--- src/rtl/snell_sequencer_if.sv ---
// Operand and result handshake bundle between the Snell sequencer and its environment.
// The environment (master) supplies operands and consumes results; the sequencer is the slave.
interface snell_sequencer_if;
    logic       in_valid;
    logic [6:0] in_data;
    logic       in_ready;
    logic       res_valid;
    logic [3:0] res_data;
    logic       res_err;
    logic       res_ready;

    modport master (
        output in_valid, in_data, res_ready,
        input  in_ready, res_valid, res_data, res_err
    );

    modport slave (
        input  in_valid, in_data, res_ready,
        output in_ready, res_valid, res_data, res_err
    );
endinterface

--- src/rtl/snell_sequencer.sv ---
// Control sequencer for the Snell's-law datapath: loads n2/theta1/theta2, waits out the
// datapath latency, captures n1 and holds it until the consumer takes it.
module snell_sequencer #(
    parameter int LAT = 24
) (
    input  logic             clk,
    input  logic             rst,
    input  logic             start,
    snell_sequencer_if.slave bus,
    output logic [6:0]       dp_data,
    output logic             n2_sel,
    output logic             t1_sel,
    output logic             t2_sel,
    output logic             out_sel,
    input  logic [6:0]       dp_result,
    output logic             busy
);

    localparam logic [2:0] IDLE  = 3'd0;
    localparam logic [2:0] LD_N2 = 3'd1;
    localparam logic [2:0] LD_T1 = 3'd2;
    localparam logic [2:0] LD_T2 = 3'd3;
    localparam logic [2:0] WAIT  = 3'd4;
    localparam logic [2:0] READ  = 3'd5;
    localparam logic [2:0] CAPT  = 3'd6;
    localparam logic [2:0] HOLD  = 3'd7;

    localparam logic [7:0] CNT_INIT = 8'(LAT - 1);

    logic [2:0] state;
    logic [7:0] cnt;
    logic       err;
    logic       capt_wait;
    logic       accept;

    // Only n1 (low nibble) is consumed from the datapath output.
    logic unused_dp_hi;
    assign unused_dp_hi = ^dp_result[6:4];

    assign bus.in_ready = (state == LD_N2) || (state == LD_T1) || (state == LD_T2);
    assign accept       = bus.in_valid && bus.in_ready;
    assign busy         = (state != IDLE);

    // NOTE: all state lives in this one block with non-blocking assignments, so every
    // register samples the pre-edge values regardless of statement order.
    always_ff @(posedge clk) begin
        if (rst) begin
            state         <= IDLE;
            cnt           <= '0;
            err           <= 1'b0;
            capt_wait     <= 1'b0;
            dp_data       <= '0;
            n2_sel        <= 1'b0;
            t1_sel        <= 1'b0;
            t2_sel        <= 1'b0;
            out_sel       <= 1'b0;
            bus.res_valid <= 1'b0;
            bus.res_data  <= '0;
            bus.res_err   <= 1'b0;
        end else begin
            // Strobes are single-cycle: low unless a branch below raises one.
            n2_sel  <= 1'b0;
            t1_sel  <= 1'b0;
            t2_sel  <= 1'b0;
            out_sel <= 1'b0;
            case (state)
                IDLE: if (start) begin
                    err   <= 1'b0;
                    state <= LD_N2;
                end
                LD_N2: if (accept) begin
                    dp_data <= bus.in_data;
                    n2_sel  <= 1'b1;
                    err     <= err || (bus.in_data[3:0] == 4'd0);
                    state   <= LD_T1;
                end
                LD_T1: if (accept) begin
                    dp_data <= bus.in_data;
                    t1_sel  <= 1'b1;
                    err     <= err || (bus.in_data == 7'd0) || (bus.in_data > 7'd90);
                    state   <= LD_T2;
                end
                LD_T2: if (accept) begin
                    dp_data <= bus.in_data;
                    t2_sel  <= 1'b1;
                    if (err || (bus.in_data > 7'd90)) begin
                        // Out-of-range operand: report immediately, datapath result is meaningless.
                        err           <= 1'b1;
                        bus.res_valid <= 1'b1;
                        bus.res_data  <= '0;
                        bus.res_err   <= 1'b1;
                        state         <= HOLD;
                    end else begin
                        cnt   <= CNT_INIT;
                        state <= WAIT;
                    end
                end
                WAIT: begin
                    if (cnt == 8'd0) begin
                        out_sel <= 1'b1;
                        state   <= READ;
                    end else begin
                        cnt <= cnt - 8'd1;
                    end
                end
                READ: begin
                    capt_wait <= 1'b1;
                    state     <= CAPT;
                end
                CAPT: begin
                    // First CAPT cycle lets the datapath output register load after out_sel.
                    if (capt_wait) begin
                        capt_wait <= 1'b0;
                    end else begin
                        bus.res_data  <= dp_result[3:0];
                        bus.res_err   <= 1'b0;
                        bus.res_valid <= 1'b1;
                        state         <= HOLD;
                    end
                end
                HOLD: if (bus.res_ready) begin
                    bus.res_valid <= 1'b0;
                    state         <= IDLE;
                end
                default: state <= IDLE;
            endcase
        end
    end

endmodule

--- src/flat_wrapper.sv ---
// flat-port wrapper written by rule: the top's interface ports become plain ports
module snell_sequencer_flat 
#(
    parameter int LAT = 24
)
  (clk, rst, start, dp_data, n2_sel, t1_sel, t2_sel, out_sel, dp_result, busy, bus_in_valid, bus_in_data, bus_res_ready, bus_in_ready, bus_res_valid, bus_res_data, bus_res_err);
  snell_sequencer_if bus_i ();
  input  logic clk;
  input  logic rst;
  input  logic start;
  output logic [6:0] dp_data;
  output logic n2_sel;
  output logic t1_sel;
  output logic t2_sel;
  output logic out_sel;
  input  logic [6:0] dp_result;
  output logic busy;
  input wire logic [$bits(bus_i.in_valid)-1:0] bus_in_valid;
  input wire logic [$bits(bus_i.in_data)-1:0] bus_in_data;
  input wire logic [$bits(bus_i.res_ready)-1:0] bus_res_ready;
  output wire logic [$bits(bus_i.in_ready)-1:0] bus_in_ready;
  output wire logic [$bits(bus_i.res_valid)-1:0] bus_res_valid;
  output wire logic [$bits(bus_i.res_data)-1:0] bus_res_data;
  output wire logic [$bits(bus_i.res_err)-1:0] bus_res_err;
  assign bus_i.in_valid = bus_in_valid;
  assign bus_i.in_data = bus_in_data;
  assign bus_i.res_ready = bus_res_ready;
  assign bus_in_ready = bus_i.in_ready;
  assign bus_res_valid = bus_i.res_valid;
  assign bus_res_data = bus_i.res_data;
  assign bus_res_err = bus_i.res_err;
  snell_sequencer #(.LAT(LAT)) u_core (.clk(clk), .rst(rst), .start(start), .bus(bus_i), .dp_data(dp_data), .n2_sel(n2_sel), .t1_sel(t1_sel), .t2_sel(t2_sel), .out_sel(out_sel), .dp_result(dp_result), .busy(busy));
endmodule
--- config.mk ---
export PLATFORM = sky130hd
export DESIGN_NAME = snell_sequencer_flat
export DESIGN_NICKNAME = d
export VERILOG_FILES = /design/src/rtl/snell_sequencer_if.sv /design/src/rtl/snell_sequencer.sv /design/src/flat_wrapper.sv
export SDC_FILE = /design/constraint.sdc
export NUM_CORES = 1
export LEC_CHECK = 0
export CAP_MARGIN = 10
export CELL_PAD_IN_SITES_DETAIL_PLACEMENT = 0
export CELL_PAD_IN_SITES_GLOBAL_PLACEMENT = 1
export CORE_ASPECT_RATIO = 0.75
export CORE_MARGIN = 5
export CORE_UTILIZATION = 38
export CTS_BUF_LIST = sky130_fd_sc_hd__clkbuf_4 sky130_fd_sc_hd__clkbuf_8 sky130_fd_sc_hd__clkbuf_16
export CTS_CLUSTER_DIAMETER = 80
export DETAILED_ROUTE_END_ITERATION = 8
export PLACE_DENSITY = 0.93
export SYNTH_ARGS = -nofsm -noshare
export SYNTH_HDL_FRONTEND = slang
export SYNTH_SLANG_ARGS = --single-unit
--- constraint.sdc ---
create_clock -name clk -period 5.45 [get_ports clk]
set_clock_uncertainty 0.15 [all_clocks]
set_input_delay 1.09 -clock clk [delete_from_list [all_inputs] [get_ports clk]]
set_output_delay 1.09 -clock clk [all_outputs]
set_load 0.1 [all_outputs]
==> run metrics, run 1 <==
WS Path Type=reg2out; period utilisation layout=66.6%; placed cell area=1820 um^2; setup violators final=0; peak supply drop=0.145 mV; CTS tree=built; Yosys top cell by area=dfxtp_1; Area growth, synth to finish=31.4%; core area=3660 um^2; synth unique cells=41; synthesized flop and latch total=30; routability congestion estimate=0.812; Synth Area in Adders=1.73%; count leader, synth=dfxtp_1; Fillers=357; global-route wire length before repair=5.78 mm; Non-Filler Instances=253; Post-DP HPWL=2.40 mm; crit path DAT=2390 ps; I/O pin count=38; Port Buffer Count=34; clock buffer depth=2; antenna violations before repair=0; r2r startpoint=u_core.state[0]; RR Endpoint=u_core.cnt[5]; Die Wd=81.3 um; Worst-path clk slew=60 ps; sequential share of the synthesized area=41.5%; Leak=0.675 nW; post-synth top area share=41.5%; hold-fix buffers at CTS=0; Yosys Warn Count=0; detailed-route vias per instance=5.15; Area contributors post-synth=dfxtp_1, mux2i_1, a21oi_1; Top Usage Layer GRT=met1; Nets=222; setup TNS=0 ps; Total GRT Usage=14.2%; fin crit period=3630 ps; Fmax achieved=276 MHz; Slew headroom=35.0%; antenna-violating nets left=0; max-cap violations=0; worst hold stages=1; Placed Cells=246; design area=1900 um^2; Post-synth top cells=dfxtp_1, nor2_1, a21oi_1; combinational family with the most area after synthesis=compound AO/OA/AOI/OAI gates; DRT iter0 DRCs=72; post-CTS setup buffers=0; Synth Area in XOR/XNOR=0%; CP Data Required Time=4210 ps; # diodes=0; Skew-Pair Late Insertion Delay=270 ps; outcome=finished, final reports clean; DRC=0; Routed WL=3.30 mm; WHS Endpoint=u_core.bus.res_data[1]; layout cells sized above 1=8.46%; Worst R2R Setup Slack=3290 ps; number of synthesized flops with an enable pin=0; CP max FO=17; post-synthesis simple-gate area fraction=21.3%; RSZ-0062 raised after global routing=false; Hold Fails Final Rpt=0; Initial DRT Pass Iterations=4; largest net degree at the start of global routing=23; Startpoint Class=flop; M2 GR Usage=18.1%; GR Util met3=3.70%; Vias=1303; cts bufs inserted=5; Compound-Gate Fraction of Synth Area=23.3%; Mapped Area=1450 um^2; Worst Reg-to-Reg Cells=5; post-synthesis net count=187; GRT overflow=0; total die area=5160 um^2; row count=19; htree depth=2; GR Layer Usage met1=21.8%; # resized after CTS=0; chip height=63.5 um; Worst setup EP type=output port; top_reg_cell synth=dfxtp_1; WL/cell=13.0 um; PwrDens=323 nW/um^2; Hold Crit Class=reg2reg; Avg Inst Size Synth=8.72 um^2; Worst-Margin Slew=972 ps; mux share of post-synthesis cell area=7.09%; Max Slew Vio Count=0; fraction of registers with async set/reset=0%; Critical path origin=u_core.state[0]; vias in the first global route=1228; Min-Delay Startpoint=u_core.bus.res_data[1]; Tot Pwr=0.615 mW; Sink Count=30; initial core utilization=39.5%; Syn Inst Count=166; Root Driver=clkbuf_8
-- cell usage in the layout, fill, tap and decap left out, types with 4 or more instances in the layout --
cell	n
clkdlybuf4s50_1	34
dfxtp_1	30
nor2_1	17
a21oi_1	15
nand2_1	12
inv_1	10
mux2i_1	8
o21ai_0	6
nor3_1	6
nand3_1	5
a211oi_1	5
clkbuf_8	5
o31ai_1	4
or4_1	4
a22o_1	4
-- kinds of logic (layout without fill, tap and decap cells) --
| family | count (synthesis) | in the layout |
|---|---|---|
| simple gates | 59 | 59 |
| mux | 10 | 10 |
| buf+inv | 16 | 51 |
| fa+ha+maj | 2 | 2 |
| compound gates | 49 | 49 |
| flops | 30 | 30 |
-- layer usage --
layer,vias to the layer above,share of wire (%)
li1,683,-
met1,571,53
met2,47,40
met3,2,6.1
met4,0,0.24
met5,-,0
-- power by group --
group / total (mW) / internal, mW / switching (mW)
registers: 0.249 / 0.232 / 0.0171
logic: 0.194 / 0.0587 / 0.136
clock network: 0.172 / 0.0976 / 0.0740
total: 0.615 / 0.388 / 0.227
-- critical path, stage by stage, from the launching register on --
cell and delay (ps):
dfxtp_1 640, nor2_1 210, nor2_1 120, clkdlybuf4s50_1 1140
-- final cells by class --
class / count / area [um^2] / area share [%]
Clock buffer: 7 / 83.8 / 4.41
Sequential cell: 30 / 601 / 31.6
Inverter: 10 / 37.5 / 1.97
Timing Repair Buffer: 34 / 340 / 17.9
Tap cell: 52 / 65.1 / 3.42
Multi-Input combinational cell: 120 / 774 / 40.7
-- how the worst max path moves through the flow --
stage	cells after the start	endpoint	slack, ps
after floorplan	3	bus_in_ready	2450
after global placement	3	bus_in_ready	2120
after detailed placement	3	bus_in_ready	2130
after CTS	3	bus_in_ready	1830
after global routing	3	bus_in_ready	1690
final	3	bus_in_ready	1820
-- sequential cells by signal, indices dropped and copies added (netlist names) --
| signal | cells |
|---|---|
| u_core.out_sel | 1 |
| u_core.capt_wait | 1 |
| u_core.bus.res_data | 4 |
| u_core.err | 1 |
| u_core.cnt | 8 |
| u_core.state | 3 |
| u_core.t1_sel | 1 |
| u_core.t2_sel | 1 |
| u_core.bus.res_err | 1 |
| u_core.dp_data | 7 |
| u_core.n2_sel | 1 |
| u_core.bus.res_valid | 1 |
-- stage by stage --
stage,setup slack (ps),util (%),hold WS (ps)
floorplan,2450,-,302
global route,1690,51.9,362
detailed placement,2130,49.7,315
finish,1820,51.9,331
CTS,1830,51.9,333
global placement,2120,49.7,316
No activity file was read; power rests on OpenSTA's default activity.
==> inputs of run 2 (changes only) <==
Settings changed: CORE_UTILIZATION 38 to 35, PLACE_DENSITY 0.93 to 0.87.
Clock period 5.45 ns to 3.57 ns, I/O delays scaled along.
==> run metrics, run 2 (synthesis gave the netlist of run 1 again) <==
global-route wire length before repair=5.53 mm (-4.2%); Port Buffer Count=34 (unchanged); Total GRT Usage=12.6% (-1.6 points); Reg area=601 um^2 (unchanged); Initial DRT Pass Iterations=4 (unchanged); top flop regs=u_core.cnt x8, u_core.dp_data x7, u_core.bus.res_data x4; DRT iter0 DRCs=59 (-18%); Worst path slowest cell=clkdlybuf4s50_1; CP delay by family, top=buffers and inverters; setup TNS=0 ps (unchanged); Die Wd=84.3 um (+3.7%); max FFs per register=8 (unchanged); Hold Crit Class=reg2reg; layout cells sized above 1=13.3% (+4.8 points); Top reg by flops=u_core.cnt; RSZ-0062 raised after global routing=false; Fmax achieved=382 MHz; largest net degree at the start of global routing=18 (-22%); initial core utilization=35.9% (-3.6 points); Startpoint Class=flop; Area growth, synth to finish=32.5%; crit path DAT=1750 ps (-640 ps); post-CTS setup buffers=0 (unchanged); htree depth=2 (unchanged); I/O pin count=38 (unchanged); Hold Fails Final Rpt=0 (unchanged); Post-DP HPWL=2.48 mm (+3.5%); Sink Count=30 (unchanged); Vias=1308 (+0.38%); detailed-route vias per instance=5.07 (-1.6%); antenna violations before repair=0 (unchanged); Skew-Pair Late Insertion Delay=280 ps (about the same); period utilisation layout=73.3%; most common cell after layout, fill and taps aside=dfxtp_1; Post-Place Worst Slack=820 ps (-1310 ps); outcome=finished, final reports clean; Worst setup EP type=output port; Routed WL=3.33 mm (+0.97%); Slew headroom=34.0% (-1.1 points); max-cap violations=0 (unchanged); Setup WS post-layout=952 ps (-871 ps); Leak=0.706 nW (+4.7%); Nets=223 (+0.45%); cts bufs inserted=5 (unchanged); WL/cell=12.9 um (-0.99%); Worst-path clk slew=70 ps (about the same); most frequent cells in the layout=dfxtp_1, clkdlybuf4s50_1, nor2_1; GRT overflow=0 (unchanged); crit path buf inv count=1 (unchanged); clock buffer depth=2 (unchanged); CP max FO=2 (-15); core area=4030 um^2 (+10%); CP Data Required Time=2710 ps (-1500 ps); Max stage delay on crit path=1140 ps (about the same); chip height=65.7 um (+3.5%); fin crit period=2620 ps; vias in the first global route=1201 (-2.2%); # resized after CTS=0 (unchanged); area occupied by multi-input gates=774 um^2 (unchanged); Root Driver=clkbuf_8; PwrDens=525 nW/um^2 (+62%); antenna-violating nets left=0 (unchanged); total die area=5540 um^2 (+7.3%); Worst-Margin Slew=987 ps (+15.8 ps); DRC=0 (unchanged); hold-fix buffers at CTS=0 (unchanged); peak supply drop=0.303 mV (+110%); WS Path Type=reg2out; Max Slew Vio Count=0 (unchanged); row count=20 (+1); # diodes=0 (unchanged); routability congestion estimate=0.868 (+6.9%); CTS tree=built; CP Cell Sequence=clkdlybuf4s50_1; Fillers=382 (+7.0%); setup violators final=0 (unchanged)
[run 2: changes by cell type in the layout (fill, tap and decap cells not counted)]
cell | before | now
bufinv_16 | 0 | 1
clkinv_2 | 0 | 2
clkdlybuf4s50_1 | 34 | 26
buf_4 | 0 | 9
clkbuf_4 | 2 | 0
[run 2: path summary, 6_finish.rpt]
kind / cells past startpoint / slack, ps / end / from
setup / recovery: 1 / 950 / dp_data[3] / u_core.dp_data[3]
hold / removal: 1 / 330 / u_core.bus.res_data[3] / u_core.bus.res_data[3]
setup reg to reg: 5 / 1390 / u_core.cnt[6] / u_core.state[0]
hold reg to reg: 1 / 330 / u_core.bus.res_data[3] / u_core.bus.res_data[3]
[run 2: power breakdown]
group	total, mW	internal, mW	switching (mW)
clock	0.332	0.205	0.127
sequential	0.380	0.354	0.0260
combinational	0.295	0.0863	0.209
total	1.01	0.645	0.362
[run 2: metal layers]
metal	vias up	track usage, %	wire length [um]
li1	685	-	-
met1	590	17.6	1750
met2	28	17.2	1350
met3	5	4.76	189
met4	0	4.82	47
met5	-	0	0
[run 2: cell type report]
type	count	share of cell area (%)
Timing Repair Buffer	35	17.1
Sequential cell	30	31.3
Tap cell	55	3.59
Clock buffer	5	3.59
Clock inverter	3	2.09
Inverter	10	1.96
Multi-Input combinational cell	120	40.4
[run 2: metrics by stage]
step | util, % | instances | instance area [um^2] | power (mW) | hold WS [ps]
2_1_floorplan | - | 166 | 1450 | 0.615 | 302
3_3_place_gp | 44.9 | 250 | 1810 | 0.681 | 313
3_5_place_dp | 44.9 | 250 | 1810 | 0.681 | 318
4_1_cts | 47.6 | 258 | 1920 | 1.01 | 333
5_1_grt | 47.6 | 258 | 1920 | 1.06 | 354
6_report | 47.6 | 258 | 1920 | 1.01 | 327
==> inputs of run 3 (changes only) <==
Settings changed: CORE_UTILIZATION 35 to 32, PLACE_DENSITY 0.87 to 0.84.
Clock period 3.57 ns to 2.3 ns, I/O delays scaled along.
==> run metrics, run 3 (synthesis gave the netlist of run 1 again) <==
DRT iter0 DRCs=129 (+120%); # resized after CTS=0 (unchanged); Vias=1427 (+9.1%); GRT overflow=0 (unchanged); design area=2050 um^2 (+6.8%); hold-fix buffers at CTS=0 (unchanged); placed cell area=1950 um^2 (+8.0%); detailed-route vias per instance=5.11 (+0.89%); global-route wire length before repair=6.26 mm (+13%); CTS tree=built; Routed WL=3.76 mm (+13%); largest net degree at the start of global routing=13 (-5); fin crit period=2160 ps; antenna-violating nets left=0 (unchanged); outcome=finished, final reports clean; Worst-path clk slew=60 ps (about the same); smallest hold slack=323 ps (-4.26 ps); Root Driver=clkbuf_8; Hold Crit Class=reg2reg; total die area=5980 um^2 (+8.1%); PwrDens=761 nW/um^2 (+45%); Area growth, synth to finish=41.6%; Startpoint Class=primary input; peak supply drop=0.610 mV (+100%); crit path DAT=2220 ps (+470 ps); vias in the first global route=1349 (+12%); row count=21 (+5.0%); Worst setup EP type=flop; top flop regs=u_core.cnt x8, u_core.dp_data x7, u_core.bus.res_data x4; period utilisation layout=94.0%; # diodes=0 (unchanged); WS Path Type=in2reg; max-cap violations=0 (unchanged); setup violators final=0 (unchanged); cts bufs inserted=5 (unchanged); Reg area=601 um^2 (unchanged); routability congestion estimate=0.877 (+1.1%); Die Wd=87.7 um (+4.0%); core area=4410 um^2 (+9.6%); Sink Count=30 (unchanged); chip height=68.3 um (+3.9%); Port Buffer Count=34 (unchanged); initial core utilization=32.8% (-3.1 points); WL/cell=13.5 um (+4.4%); I/O pin count=38 (unchanged); CP max FO=6 (+4); max FFs per register=8 (unchanged); most common cell after layout, fill and taps aside=buf_4; clock buffer depth=2 (unchanged); DRC=0 (unchanged); Hold Fails Final Rpt=0 (unchanged); most frequent cells in the layout=buf_4, dfxtp_1, nor2_1; layout cells sized above 1=26.1% (+13 points); Worst-Margin Slew=541 ps (-447 ps); area occupied by multi-input gates=777 um^2 (+0.32%); RSZ-0062 raised after global routing=false; antenna violations before repair=0 (unchanged); post-CTS setup buffers=0 (unchanged); Fmax achieved=462 MHz; Max Slew Vio Count=0 (unchanged); Slew headroom=63.7% (+30 points); Nets=242 (+8.5%); Leak=0.825 nW (+17%); Total GRT Usage=13.6% (+1.1 points); Initial DRT Pass Iterations=4 (unchanged); Post-DP HPWL=2.85 mm (+15%); Fillers=433 (+13%); Top reg by flops=u_core.cnt; Skew-Pair Late Insertion Delay=290 ps (about the same); CP Data Required Time=2360 ps (-350 ps); htree depth=2 (unchanged)
[run 3: per-layer routing]
metal | up-vias | global-route usage [%] | part of all wire [%] | wire length, um
li1 | 721 | - | - | -
met1 | 656 | 18.8 | 51 | 1920
met2 | 39 | 19.4 | 41 | 1540
met3 | 11 | 4.09 | 6.0 | 224
met4 | 0 | 6.32 | 2.0 | 76
met5 | - | 0 | 0 | 0
[run 3: worst paths after layout]
path                                      start            end  slack, ps  cells past startpoint
worst min register to register    u_core.cnt[7]  u_core.cnt[7]        320                      2
worst max-delay path             bus_in_data[4]  u_core.cnt[5]        140                      6
worst min-delay path              u_core.cnt[7]  u_core.cnt[7]        320                      2
worst max register to register  u_core.state[2]  u_core.cnt[5]        210                      5
[run 3: power breakdown]
| part | total, mW | internal, mW | switching, mW | leakage, nW |
|---|---|---|---|---|
| sequential | 0.578 | 0.549 | 0.0295 | 0.243 |
| combinational | 0.534 | 0.183 | 0.351 | 0.530 |
| clock | 0.448 | 0.253 | 0.195 | 0.0517 |
[run 3: area by class of cell]
type                    instances  share of cell area (%)
clock buffers                   7                    4.40
multi-input cells             120                    37.9
repair buffers                 54                    22.8
flip-flops and latches         30                    29.3
clock inverters                 1                   0.244
well taps                      57                    3.48
inverters                      10                    1.83
[run 3: critical path, stage by stage]
cell and delay (ps):
clkdlybuf4s50_1 430, a31oi_1 240, o22ai_1 150, o21a_1 260, or4_1 520, a21oi_1 160
[run 3: through the flow]
stage                     worst slack (ps)  std cells  TNS [ps]  power (mW)  utilization [%]
after floorplan                        388        166         0       0.956                -
after global placement               -80.5        271      -463        1.12             44.3
after detailed placement              -153        271      -720        1.12             44.3
after CTS                              121        279         0        1.57             46.4
after global routing                  13.7        279         0        1.64             46.4
final                                  137        279         0        1.56             46.4
